<file path="config.mk">
export PLATFORM = sky130hd
export DESIGN_NAME = spi_flash_responder
export DESIGN_NICKNAME = d
export VERILOG_FILES = /design/src/rtl/spi_flash_responder_pkg.sv /design/src/rtl/spi_flash_responder_edge_sync.sv /design/src/rtl/spi_flash_responder.sv
export SDC_FILE = /design/constraint.sdc
export NUM_CORES = 1
export LEC_CHECK = 0
export CORE_MARGIN = 2
export CORE_UTILIZATION = 45
export DETAILED_ROUTE_END_ITERATION = 10
export GPL_ROUTABILITY_DRIVEN = 0
export PLACE_DENSITY_LB_ADDON = 0.25
export SLEW_MARGIN = 20
export SYNTH_ARGS = -nofsm -noshare
export SYNTH_HDL_FRONTEND = slang
export SYNTH_SLANG_ARGS = --single-unit
</file>
<file path="constraint.sdc">
create_clock -name clk -period 2 [get_ports clk]
set_input_delay 0.4 -clock clk [delete_from_list [all_inputs] [get_ports clk]]
set_output_delay 0.4 -clock clk [all_outputs]
set_load 0.01 [all_outputs]
</file>
<file path="src/rtl/spi_flash_responder_pkg.sv">
// Opcodes, FSM encoding and stream-source selectors shared by the SPI flash responder
// and the bootloader's SPI master.
package spi_flash_responder_pkg;

  localparam logic [7:0] CMD_READ        = 8'h03;
  localparam logic [7:0] CMD_FAST_READ   = 8'h0B;
  localparam logic [7:0] CMD_JEDEC_ID    = 8'h9F;
  localparam logic [7:0] CMD_READ_STATUS = 8'h05;
  localparam logic [7:0] CMD_WAKE        = 8'hAB;

  localparam logic [2:0] ST_IDLE   = 3'd0;
  localparam logic [2:0] ST_CMD    = 3'd1;
  localparam logic [2:0] ST_ADDR   = 3'd2;
  localparam logic [2:0] ST_DUMMY  = 3'd3;
  localparam logic [2:0] ST_DATA   = 3'd4;
  localparam logic [2:0] ST_IGNORE = 3'd5;

  localparam logic [1:0] SRC_MEM    = 2'd0;
  localparam logic [1:0] SRC_ID     = 2'd1;
  localparam logic [1:0] SRC_STATUS = 2'd2;

  // Byte idx of a 3-byte JEDEC ID, MSB (manufacturer) first.
  function automatic logic [7:0] jedec_byte(input logic [23:0] id, input logic [1:0] idx);
    case (idx)
      2'd0:    return id[23:16];
      2'd1:    return id[15:8];
      default: return id[7:0];
    endcase
  endfunction

endpackage

</file>
<file path="src/rtl/spi_flash_responder_edge_sync.sv">
// Two-flop synchronisers for SCK/SS/MOSI plus SCK edge detect; edges are 3 clk behind the pins.
// Edges are gated by synchronised SS so a deselected bus never produces activity.
module spi_edge_sync (
  input  logic clk,
  input  logic rst,
  input  logic spi_sck,
  input  logic spi_ss,
  input  logic spi_si,
  output logic rise,
  output logic fall,
  output logic ss_n_s,
  output logic si_s
);

  logic [2:0] sck_q;
  logic [1:0] ss_q;
  logic [1:0] si_q;

  // SS resets to "selected" so that only a genuinely observed high can re-arm the responder.
  always_ff @(posedge clk) begin
    if (rst) begin
      sck_q <= '0;
      ss_q  <= '0;
      si_q  <= '0;
    end else begin
      sck_q <= {sck_q[1:0], spi_sck};
      ss_q  <= {ss_q[0], spi_ss};
      si_q  <= {si_q[0], spi_si};
    end
  end

  assign ss_n_s = ss_q[1];
  assign si_s   = si_q[1];
  assign rise   = sck_q[1] & ~sck_q[2] & ~ss_q[1];
  assign fall   = ~sck_q[1] & sck_q[2] & ~ss_q[1];

endmodule

</file>
<file path="src/rtl/spi_flash_responder.sv">
// SPI mode-0 read-only NOR flash emulator (READ, FAST_READ, JEDEC ID, STATUS, WAKE) backed by a
// 1-cycle-latency memory port; MISO bits appear ~3 clk after each SCK fall, no flow control.
module spi_flash_responder
  import spi_flash_responder_pkg::*;
#(
  parameter int unsigned ADDR_W   = 24,
  parameter logic [23:0] JEDEC_ID = 24'hEF4016,
  parameter logic [7:0]  STATUS   = 8'h00
) (
  input  logic              clk,
  input  logic              rst,
  input  logic              spi_sck,
  input  logic              spi_ss,
  input  logic              spi_si,
  output logic              spi_so,
  output logic              spi_so_oe,
  output logic [ADDR_W-1:0] mem_addr,
  output logic              mem_rd_en,
  input  logic [7:0]        mem_rd_data,
  output logic              active
);

  logic rise, fall, ss_n_s, si_s;

  spi_edge_sync u_sync (
    .clk     (clk),
    .rst     (rst),
    .spi_sck (spi_sck),
    .spi_ss  (spi_ss),
    .spi_si  (spi_si),
    .rise    (rise),
    .fall    (fall),
    .ss_n_s  (ss_n_s),
    .si_s    (si_s)
  );

  logic [2:0]        state_q, state_d;
  logic [4:0]        cnt_q, cnt_d;
  logic [22:0]       sh_q, sh_d;
  logic [ADDR_W-1:0] addr_q, addr_d;
  logic              dummy_q, dummy_d;
  logic [1:0]        src_q, src_d;
  logic [1:0]        id_idx_q, id_idx_d;
  logic [7:0]        tx_q, tx_d;
  logic [7:0]        out_sh_q, out_sh_d;
  logic              so_q, so_d, oe_q, oe_d;
  logic              rd_en_q, rd_en_d, rd_pend_q, rd_pend_d;
  logic              armed_q, armed_d;
  logic [23:0]       addr_full;
  logic [7:0]        cmd_byte;

  always_comb begin
    state_d   = state_q;
    cnt_d     = cnt_q;
    sh_d      = sh_q;
    addr_d    = addr_q;
    dummy_d   = dummy_q;
    src_d     = src_q;
    id_idx_d  = id_idx_q;
    tx_d      = tx_q;
    out_sh_d  = out_sh_q;
    so_d      = so_q;
    oe_d      = oe_q;
    rd_en_d   = 1'b0;
    rd_pend_d = rd_en_q;
    armed_d   = armed_q | ss_n_s;
    addr_full = {sh_q, si_s};
    cmd_byte  = {sh_q[6:0], si_s};

    // Memory answers one clk after the strobe; park the byte until its first fall.
    if (rd_pend_q && src_q == SRC_MEM) tx_d = mem_rd_data;

    if (ss_n_s) begin
      state_d = ST_IDLE;
      cnt_d   = '0;
      so_d    = 1'b0;
      oe_d    = 1'b0;
    end else begin
      case (state_q)
        ST_IDLE: begin
          if (armed_q) begin
            state_d = ST_CMD;
            cnt_d   = '0;
          end
        end
        ST_CMD: begin
          if (rise) begin
            sh_d  = {sh_q[21:0], si_s};
            cnt_d = cnt_q + 5'd1;
            if (cnt_q == 5'd7) begin
              cnt_d = '0;
              case (cmd_byte)
                CMD_READ:      begin state_d = ST_ADDR; dummy_d = 1'b0; end
                CMD_FAST_READ: begin state_d = ST_ADDR; dummy_d = 1'b1; end
                CMD_JEDEC_ID: begin
                  state_d  = ST_DATA;
                  src_d    = SRC_ID;
                  tx_d     = jedec_byte(JEDEC_ID, 2'd0);
                  id_idx_d = 2'd1;
                end
                CMD_READ_STATUS: begin
                  state_d = ST_DATA;
                  src_d   = SRC_STATUS;
                  tx_d    = STATUS;
                end
                CMD_WAKE: state_d = ST_IGNORE;
                default:  state_d = ST_IGNORE;
              endcase
            end
          end
        end
        ST_ADDR: begin
          if (rise) begin
            sh_d  = {sh_q[21:0], si_s};
            cnt_d = cnt_q + 5'd1;
            if (cnt_q == 5'd23) begin
              cnt_d  = '0;
              addr_d = addr_full[ADDR_W-1:0];
              if (dummy_q) begin
                state_d = ST_DUMMY;
              end else begin
                state_d = ST_DATA;
                src_d   = SRC_MEM;
                rd_en_d = 1'b1;
              end
            end
          end
        end
        ST_DUMMY: begin
          if (rise) begin
            cnt_d = cnt_q + 5'd1;
            if (cnt_q == 5'd7) begin
              cnt_d   = '0;
              state_d = ST_DATA;
              src_d   = SRC_MEM;
              rd_en_d = 1'b1;
            end
          end
        end
        ST_DATA: begin
          if (fall) begin
            oe_d = 1'b1;
            if (cnt_q[2:0] == 3'd0) begin
              so_d     = tx_q[7];
              out_sh_d = {tx_q[6:0], 1'b0};
            end else begin
              so_d     = out_sh_q[7];
              out_sh_d = {out_sh_q[6:0], 1'b0};
            end
            cnt_d = {2'b00, cnt_q[2:0] + 3'd1};
            // Emitting bit 0: fetch the following byte now so it is ready for its first fall.
            if (cnt_q[2:0] == 3'd7) begin
              case (src_q)
                SRC_MEM: begin
                  addr_d  = addr_q + 1'b1;
                  rd_en_d = 1'b1;
                end
                SRC_ID: begin
                  tx_d     = jedec_byte(JEDEC_ID, id_idx_q);
                  id_idx_d = (id_idx_q == 2'd2) ? 2'd0 : id_idx_q + 2'd1;
                end
                default: tx_d = STATUS;
              endcase
            end
          end
        end
        ST_IGNORE: state_d = ST_IGNORE;
        default:   state_d = ST_IDLE;
      endcase
    end
  end

  always_ff @(posedge clk) begin
    if (rst) begin
      state_q   <= ST_IDLE;
      cnt_q     <= '0;
      sh_q      <= '0;
      addr_q    <= '0;
      dummy_q   <= 1'b0;
      src_q     <= SRC_MEM;
      id_idx_q  <= '0;
      tx_q      <= '0;
      out_sh_q  <= '0;
      so_q      <= 1'b0;
      oe_q      <= 1'b0;
      rd_en_q   <= 1'b0;
      rd_pend_q <= 1'b0;
      armed_q   <= 1'b0;
    end else begin
      state_q   <= state_d;
      cnt_q     <= cnt_d;
      sh_q      <= sh_d;
      addr_q    <= addr_d;
      dummy_q   <= dummy_d;
      src_q     <= src_d;
      id_idx_q  <= id_idx_d;
      tx_q      <= tx_d;
      out_sh_q  <= out_sh_d;
      so_q      <= so_d;
      oe_q      <= oe_d;
      rd_en_q   <= rd_en_d;
      rd_pend_q <= rd_pend_d;
      armed_q   <= armed_d;
    end
  end

  assign spi_so    = so_q;
  assign spi_so_oe = oe_q;
  assign mem_addr  = addr_q;
  assign mem_rd_en = rd_en_q;
  assign active    = armed_q & ~ss_n_s;

endmodule
</file>
==> results.json, run 1 <==
{
  "crit_arrival_ns": 2.32,
  "synthMuxAreaShare_pct": 8.92,
  "cp-startpoint": "state_q[2]",
  "violations": "negative setup slack",
  "drt_iter0_drc": 195,
  "status": "finished with violations",
  "comb_power_share_pct": 5.1,
  "clock_power_share_pct": 39.9,
  "met2_length_microns": 5440,
  "nFillCells": 791,
  "clkLatencyLatePin_ns": 0.36,
  "place_hpwl_microns": 7570,
  "port_buffers": 40,
  "rows": 35,
  "end_kind": "flop",
  "ys_types": 67,
  "htreeDepth": 3,
  "cts_root_buf": "clkbuf_8",
  "async_flop_share_pct": 0,
  "yosys_warnings": 0,
  "synth_area_sq_mm": 0.00438,
  "synthAdderAreaFrac_pct": 1.14,
  "syn-num-nets": 534,
  "synth_compound_area_share_pct": 22.1,
  "synthTopCellsByCount": "dfxtp_1 (87), nor2_1 (62), nand2_1 (43)",
  "vias_per_cell": 5.73,
  "min_from": "u_sync.ss_q[0]",
  "finalCritPeriodShare_pct": 102,
  "min_period_ns": 2.04,
  "intPower_mw": 2.43,
  "drcViolationCount": 0,
  "grt_max_degree": 78,
  "r2r_slack_ns": -0.04,
  "area_growth_pct": 30.5,
  "nNetsFinal": 608,
  "swShare_pct": 23.6,
  "ir_drop_uv": 297,
  "p_per_area_mw_per_mm2": 557,
  "ys_seq_area_share_pct": 39.8,
  "die_y_microns": 103,
  "drive_gt1_share_pct": 19.6,
  "start_util_pct": 46.9,
  "power_frac_seq_pct": 55.0,
  "die_area_sq_mm": 0.0105,
  "crit_path_start_kind": "flop",
  "wl_per_cell_microns": 15.7,
  "yosys-top-cells-area": "dfxtp_1 (40%), mux2i_1 (8.9%), nor2_1 (5.3%), nand2_1 (3.7%), a21oi_1 (3.7%)",
  "p_leak_nw": 2.06,
  "synth_edf_count": 0,
  "grt_pass1_wl_microns": 18300,
  "clk_path_buf_depth": 2,
  "fp.coreArea_sq_mm": 0.00933,
  "max_slew_margin_pct": 69.8,
  "wl_met1_microns": 5280,
  "worstMarginPinSlew_ns": 0.454,
  "worst_slack_ns": -0.0413,
  "synth_top_family_by_area": "simple AND/OR/NAND/NOR gates",
  "worstSetupPathType": "flop to flop",
  "ios": 41,
  "die_w_microns": 103,
  "hold_path_class": "flop to flop",
  "diodes": 0,
  "synthFlopType": "dfxtp_1",
  "maxCapViolations": 0,
  "avgSynthCellArea_sq_um": 8.47,
  "dp_slack_ns": -0.124,
  "regArea_sq_mm": 0.00175,
  "synth_top_area_share_pct": 39.8,
  "synth_xor_area_share_pct": 0.400,
  "drv_slew": 0,
  "cts_buffers": 9,
  "hold_violations": 0,
  "clk_pin_slew_ns": 0.09,
  "setup_viol": 15,
  "yosysMostFrequentCell": "dfxtp_1",
  "postRouteAntennaNets": 0,
  "cts_tree": "done",
  "fmax_ghz": 0.490,
  "final_core_util_pct": 61.2,
  "synth-simple-area-share_pct": 23.5,
  "worstPathMaxFanout": 9,
  "multi_input_area_sq_mm": 0.00264,
  "grt_pass1_vias": 3826,
  "totalWireLength_microns": 11400,
  "grt_usage_pct": 21.6,
  "syn_inst": 517,
  "firstDrtPassIters": 5,
  "synth_largest_area_cell": "dfxtp_1",
  "ys_ff_latch": 87,
  "top_layer_used": "met4",
  "required_ns": 2.28,
  "grt_overflow": 0,
  "netSwitchingPower_uw": 751,
  "fin_skew_ns": 0.00778,
  "wl_met3_microns": 519,
  "regToRegStartpoint": "state_q[2]",
  "vias": 4155,
  "cts.sinks": 87,
  "grt_antenna_before_repair": 0,
  "rsz0062_at_grt": "yes"
}
==> state kept, by name, indices dropped and copies added (netlist names), 2 cells and up <==
signal        count
u_sync.sck_q      3
id_idx_q          2
cnt_q             5
tx_q              8
mem_addr         24
sh_q             23
u_sync.si_q       2
u_sync.ss_q       2
out_sh_q          7
state_q           3
src_q             2
==> worst max-delay path, cell delays in order, from the launching register on <==
cell      delay, ns
dfxtp_1        0.34
or3b_4         0.42
or4_4          0.55
o31ai_4        0.09
buf_12         0.17
buf_6          0.12
a21oi_1        0.06
a211oi_1       0.21
==> logic make-up after synthesis <==
group | Yosys count
xor gates and xnor gates | 2
muxes | 39
and+or+nand+nor | 202
adders and majority gates | 4
DFF | 87
buffers and inverters | 42
AOI/OAI and AO/OA | 141
==> power groups by stage <==
stage	Sequential [mW]	Combinational, mW	Clock [mW]
after floorplan	1.79	0.0973	0
after global placement	1.79	0.155	0
after detailed placement	1.79	0.155	0
after CTS	1.75	0.160	1.29
after global routing	1.75	0.177	1.36
final	1.75	0.163	1.27
==> final timing paths <==
path | endpoint | cells after the start
setup / recovery | mem_addr[21] | 7
hold reg to reg | u_sync.ss_q[1] | 1
hold / removal | u_sync.ss_q[1] | 1
setup reg to reg | mem_addr[21] | 7
==> metal layers <==
metal | global-route usage, % | vias up
met2 | 35.4 | 116
li1 | - | 2044
met3 | 4.61 | 17
met1 | 28.9 | 1978
met5 | 0 | -
met4 | 6.05 | 0
==> area by class of cell <==
cell class                      count  area share (%)
Clock buffer                       12            2.54
Inverter                            5           0.329
Tap cell                          129            2.83
Sequential cell                    87            30.6
Timing Repair Buffer              100            16.6
Multi-Input combinational cell    388            46.2
Clock inverter                      4           0.942
==> cell usage in the layout (no fill, tap or decap), types with 4 or more instances in the layout <==
cell             synthesis  final
dfxtp_1                 87     84
nor2_1                  62     62
buf_4                    1     50
nand2_1                 43     43
mux2i_1                 39     39
clkdlybuf4s50_1          0     39
a21oi_1                 32     27
a211oi_1                18     16
nor2b_1                 16     16
o21ai_0                 24     15
nand3_1                 15     15
and3_1                  10     10
o31ai_1                 10     10
clkbuf_8                 0     10
o21bai_1                 7      7
nand4_1                  7      7
o21ai_1                  0      7
o22ai_1                  6      6
nand2b_1                 7      6
buf_12                   0      6
nor4_1                   5      5
a21oi_2                  1      5
inv_1                    5      5
or4_4                    1      5
nor3_1                   6      5
nor3b_1                  6      4
or3_1                    4      4
a31oi_1                  4      4
a21o_1                   4      4
==> timing repair <==
| item | 4_1_cts | 5_1_grt |
|---|---|---|
| pin swaps | 2 | 7 |
| hold buffers | 0 | 0 |
| setup endpoints to repair | 31 | 37 |
| resized for setup | 15 | 18 |
| setup buffers | 3 | 4 |
| gates cloned | 0 | 1 |
| endpoints found under the hold margin | 0 | 0 |
==> stage by stage <==
stage | cells | cell area, sq um | total power [mW] | TNS, ns | hold WS (ns)
floorplan | 517 | 4410 | 1.88 | -1.01 | 0.414
global placement | 701 | 5240 | 1.94 | -0.389 | 0.420
detailed placement | 701 | 5240 | 1.94 | -2.01 | 0.427
CTS | 720 | 5550 | 3.20 | -0.00550 | 0.449
global route | 725 | 5710 | 3.29 | -1.60 | 0.470
finish | 725 | 5710 | 3.18 | -0.283 | 0.443
Note: power is estimated with default switching activity, not from simulation.
==> inputs of run 2 (changes only) <==
Settings changed: CORE_MARGIN 2 to 3.
Clock period 2 ns to 2.4 ns, I/O delays scaled along.
==> run 2 against run 1 <==
Against the previous run:
- the run now ends clean
- critical path depth is 1 higher
- global-route usage is 2.3 points lower
- non-clock buffer count is 36 lower
- setup slack better by 0.11 ns
- largest power group unchanged
- sequential power is 17% lower
- combinational power is 24% lower
- worst hold slack hardly changed
- sequential share of layout area is 2.5 points higher
- sequential cell count stayed put
==> results.json, run 2 (synthesis gave the netlist of run 1 again) <==
{
  "required_ns": 2.68,
  "p_per_area_mw_per_mm2": 530,
  "cts_root_buf": "clkbuf_8",
  "max_slew_margin_pct": 40.4,
  "drt_iter0_drc": 169,
  "ios": 41,
  "totalWireLength_microns": 10400,
  "clock_power_share_pct": 43.3,
  "slowest_delay_ns": 0.50,
  "layout_commonest_cell": "dfxtp_1",
  "grt_pass1_vias": 3766,
  "status": "finished, final reports clean",
  "worstSetupPathType": "flop to flop",
  "die_area_sq_mm": 0.0109,
  "rr_worst_depth": 8,
  "postLayoutCellArea_sq_mm": 0.00527,
  "placed_area_sq_mm": 0.00497,
  "drive_gt1_share_pct": 10.5,
  "p_leak_nw": 1.85,
  "htreeDepth": 3,
  "die_y_microns": 105,
  "swShare_pct": 21.3,
  "hold_path_class": "flop to flop",
  "place_hpwl_microns": 7030,
  "wl_per_cell_microns": 15.1,
  "vias_per_cell": 5.76,
  "postRouteAntennaNets": 0,
  "fp.coreArea_sq_mm": 0.00933,
  "path_cells": "ha_2 > ha_1 > nand4bb_1 > buf_4 > or4b_4 > or3_4 > a21oi_2 > o21bai_2",
  "firstDrtPassIters": 7,
  "holdPathStages": 1,
  "crit_arrival_ns": 2.61,
  "rsz0062_at_grt": "no",
  "min_period_ns": 2.33,
  "cts_buffers": 9,
  "final_core_util_pct": 56.5,
  "fin_skew_ns": 0.0111,
  "crit_path_start_kind": "flop",
  "regToRegStartpoint": "cnt_q[0]",
  "final_cell_mix": "dfxtp_1 (87), nor2_1 (62), nand2_1 (43), mux2i_1 (39), clkdlybuf4s50_1 (39)",
  "grt_overflow": 0,
  "fmax_ghz": 0.430,
  "clk_path_buf_depth": 2,
  "r2r_slack_ns": 0.07,
  "clk_pin_slew_ns": 0.08,
  "min_to": "u_sync.ss_q[1]",
  "cts.sinks": 87,
  "grt_max_degree": 78,
  "start_util_pct": 46.9,
  "setup_viol": 0,
  "dp_cells": 670,
  "maxCapViolations": 0,
  "netSwitchingPower_uw": 594,
  "nNetsFinal": 572,
  "die_w_microns": 105,
  "fin_cells": 689,
  "intPower_mw": 2.20,
  "grt_pass1_wl_microns": 17900,
  "area_growth_pct": 20.3,
  "largest_register_ffs": 24,
  "crit_slowest_cell": "or4b_4",
  "comb_power_share_pct": 4.5,
  "min_from": "u_sync.ss_q[0]",
  "ir_drop_uv": 261,
  "rows": 35,
  "diodes": 0,
  "port_buffers": 40,
  "end_kind": "flop",
  "drcViolationCount": 0,
  "cts_tree": "done",
  "grt_antenna_before_repair": 0,
  "clkLatencyLatePin_ns": 0.35,
  "vias": 3969,
  "drv_slew": 0,
  "r2r-end": "tx_q[0]",
  "worstMarginPinSlew_ns": 0.892,
  "setup-tns-final_ns": 0,
  "worstPathMaxFanout": 5,
  "finalCritPeriodShare_pct": 97.0,
  "grt_usage_pct": 19.3,
  "power_frac_seq_pct": 52.2,
  "hold_violations": 0
}
-- run 2: cell types whose count changed in the layout (fill, tap and decap cells not counted), moves of 3 or more --
cell	delta
buf_4	-30
o21ai_0	+9
dfxtp_2	-3
a21oi_1	+5
dfxtp_1	+3
or4_4	-4
o21ai_1	-7
buf_6	-3
or4_1	+4
a21oi_2	-4
-- run 2: layout make-up --
type                       instances  area, sq um
clock buffer                      10          128
timing repair buffer              64          626
fill                             834         4060
clock inverter                     6          109
sequential                        87         1740
inverter                           5         18.8
multi-input combinational        388         2480
tap                              129          161
-- run 2: worst max-delay path: cells and delay by family (launching register included) --
kind	cells	cell delay, ns
AOI/OAI and AO/OA	2	0.34
buffers and inverters	1	0.16
DFF	1	0.40
adders and majority gates	2	0.39
and+or+nand+nor	3	0.97
-- run 2: worst max-delay path by stage --
| stage | endpoint | from | cells after the start | slack [ns] |
|---|---|---|---|---|
| after detailed placement | mem_addr[1] | cnt_q[0] | 9 | 0.02 |
| final | tx_q[0] | cnt_q[0] | 8 | 0.07 |
| after CTS | mem_addr[1] | cnt_q[0] | 9 | 0.002 |
| after global routing | tx_q[0] | cnt_q[0] | 8 | 0.01 |
| after global placement | tx_q[5] | cnt_q[0] | 7 | 0.1 |
| after floorplan | tx_q[3] | cnt_q[0] | 8 | 0.19 |
-- run 2: power groups by stage --
stage	combinational, mW	sequential [mW]	clock (mW)
6_report	0.124	1.46	1.21
3_5_place_dp	0.124	1.49	0
4_1_cts	0.124	1.46	1.24
2_1_floorplan	0.0804	1.49	0
3_3_place_gp	0.122	1.49	0
5_1_grt	0.138	1.46	1.29
-- run 2: repair_timing --
action | CTS | global route
hold buffers | 0 | 0
endpoints found under the setup margin | 0 | 21
resized for setup | 0 | 3
hold endpoints to repair | 0 | 0
buffers inserted | 0 | 3
-- run 2: metrics by stage --
| stage | power, mW | setup slack [ns] | hold WS [ns] |
|---|---|---|---|
| 6_report | 2.79 | 0.0717 | 0.442 |
| 5_1_grt | 2.89 | 0.0126 | 0.469 |
| 4_1_cts | 2.82 | 0.00167 | 0.448 |
| 3_5_place_dp | 1.61 | 0.0219 | 0.428 |
| 3_3_place_gp | 1.61 | 0.0973 | 0.418 |
| 2_1_floorplan | 1.57 | 0.192 | 0.414 |
-- run 2: layer usage --
layer,share of wire (%),track usage (%)
met5,0,0
met4,1.0,6.84
met1,47,26.0
met3,3.8,3.15
met2,48,31.3
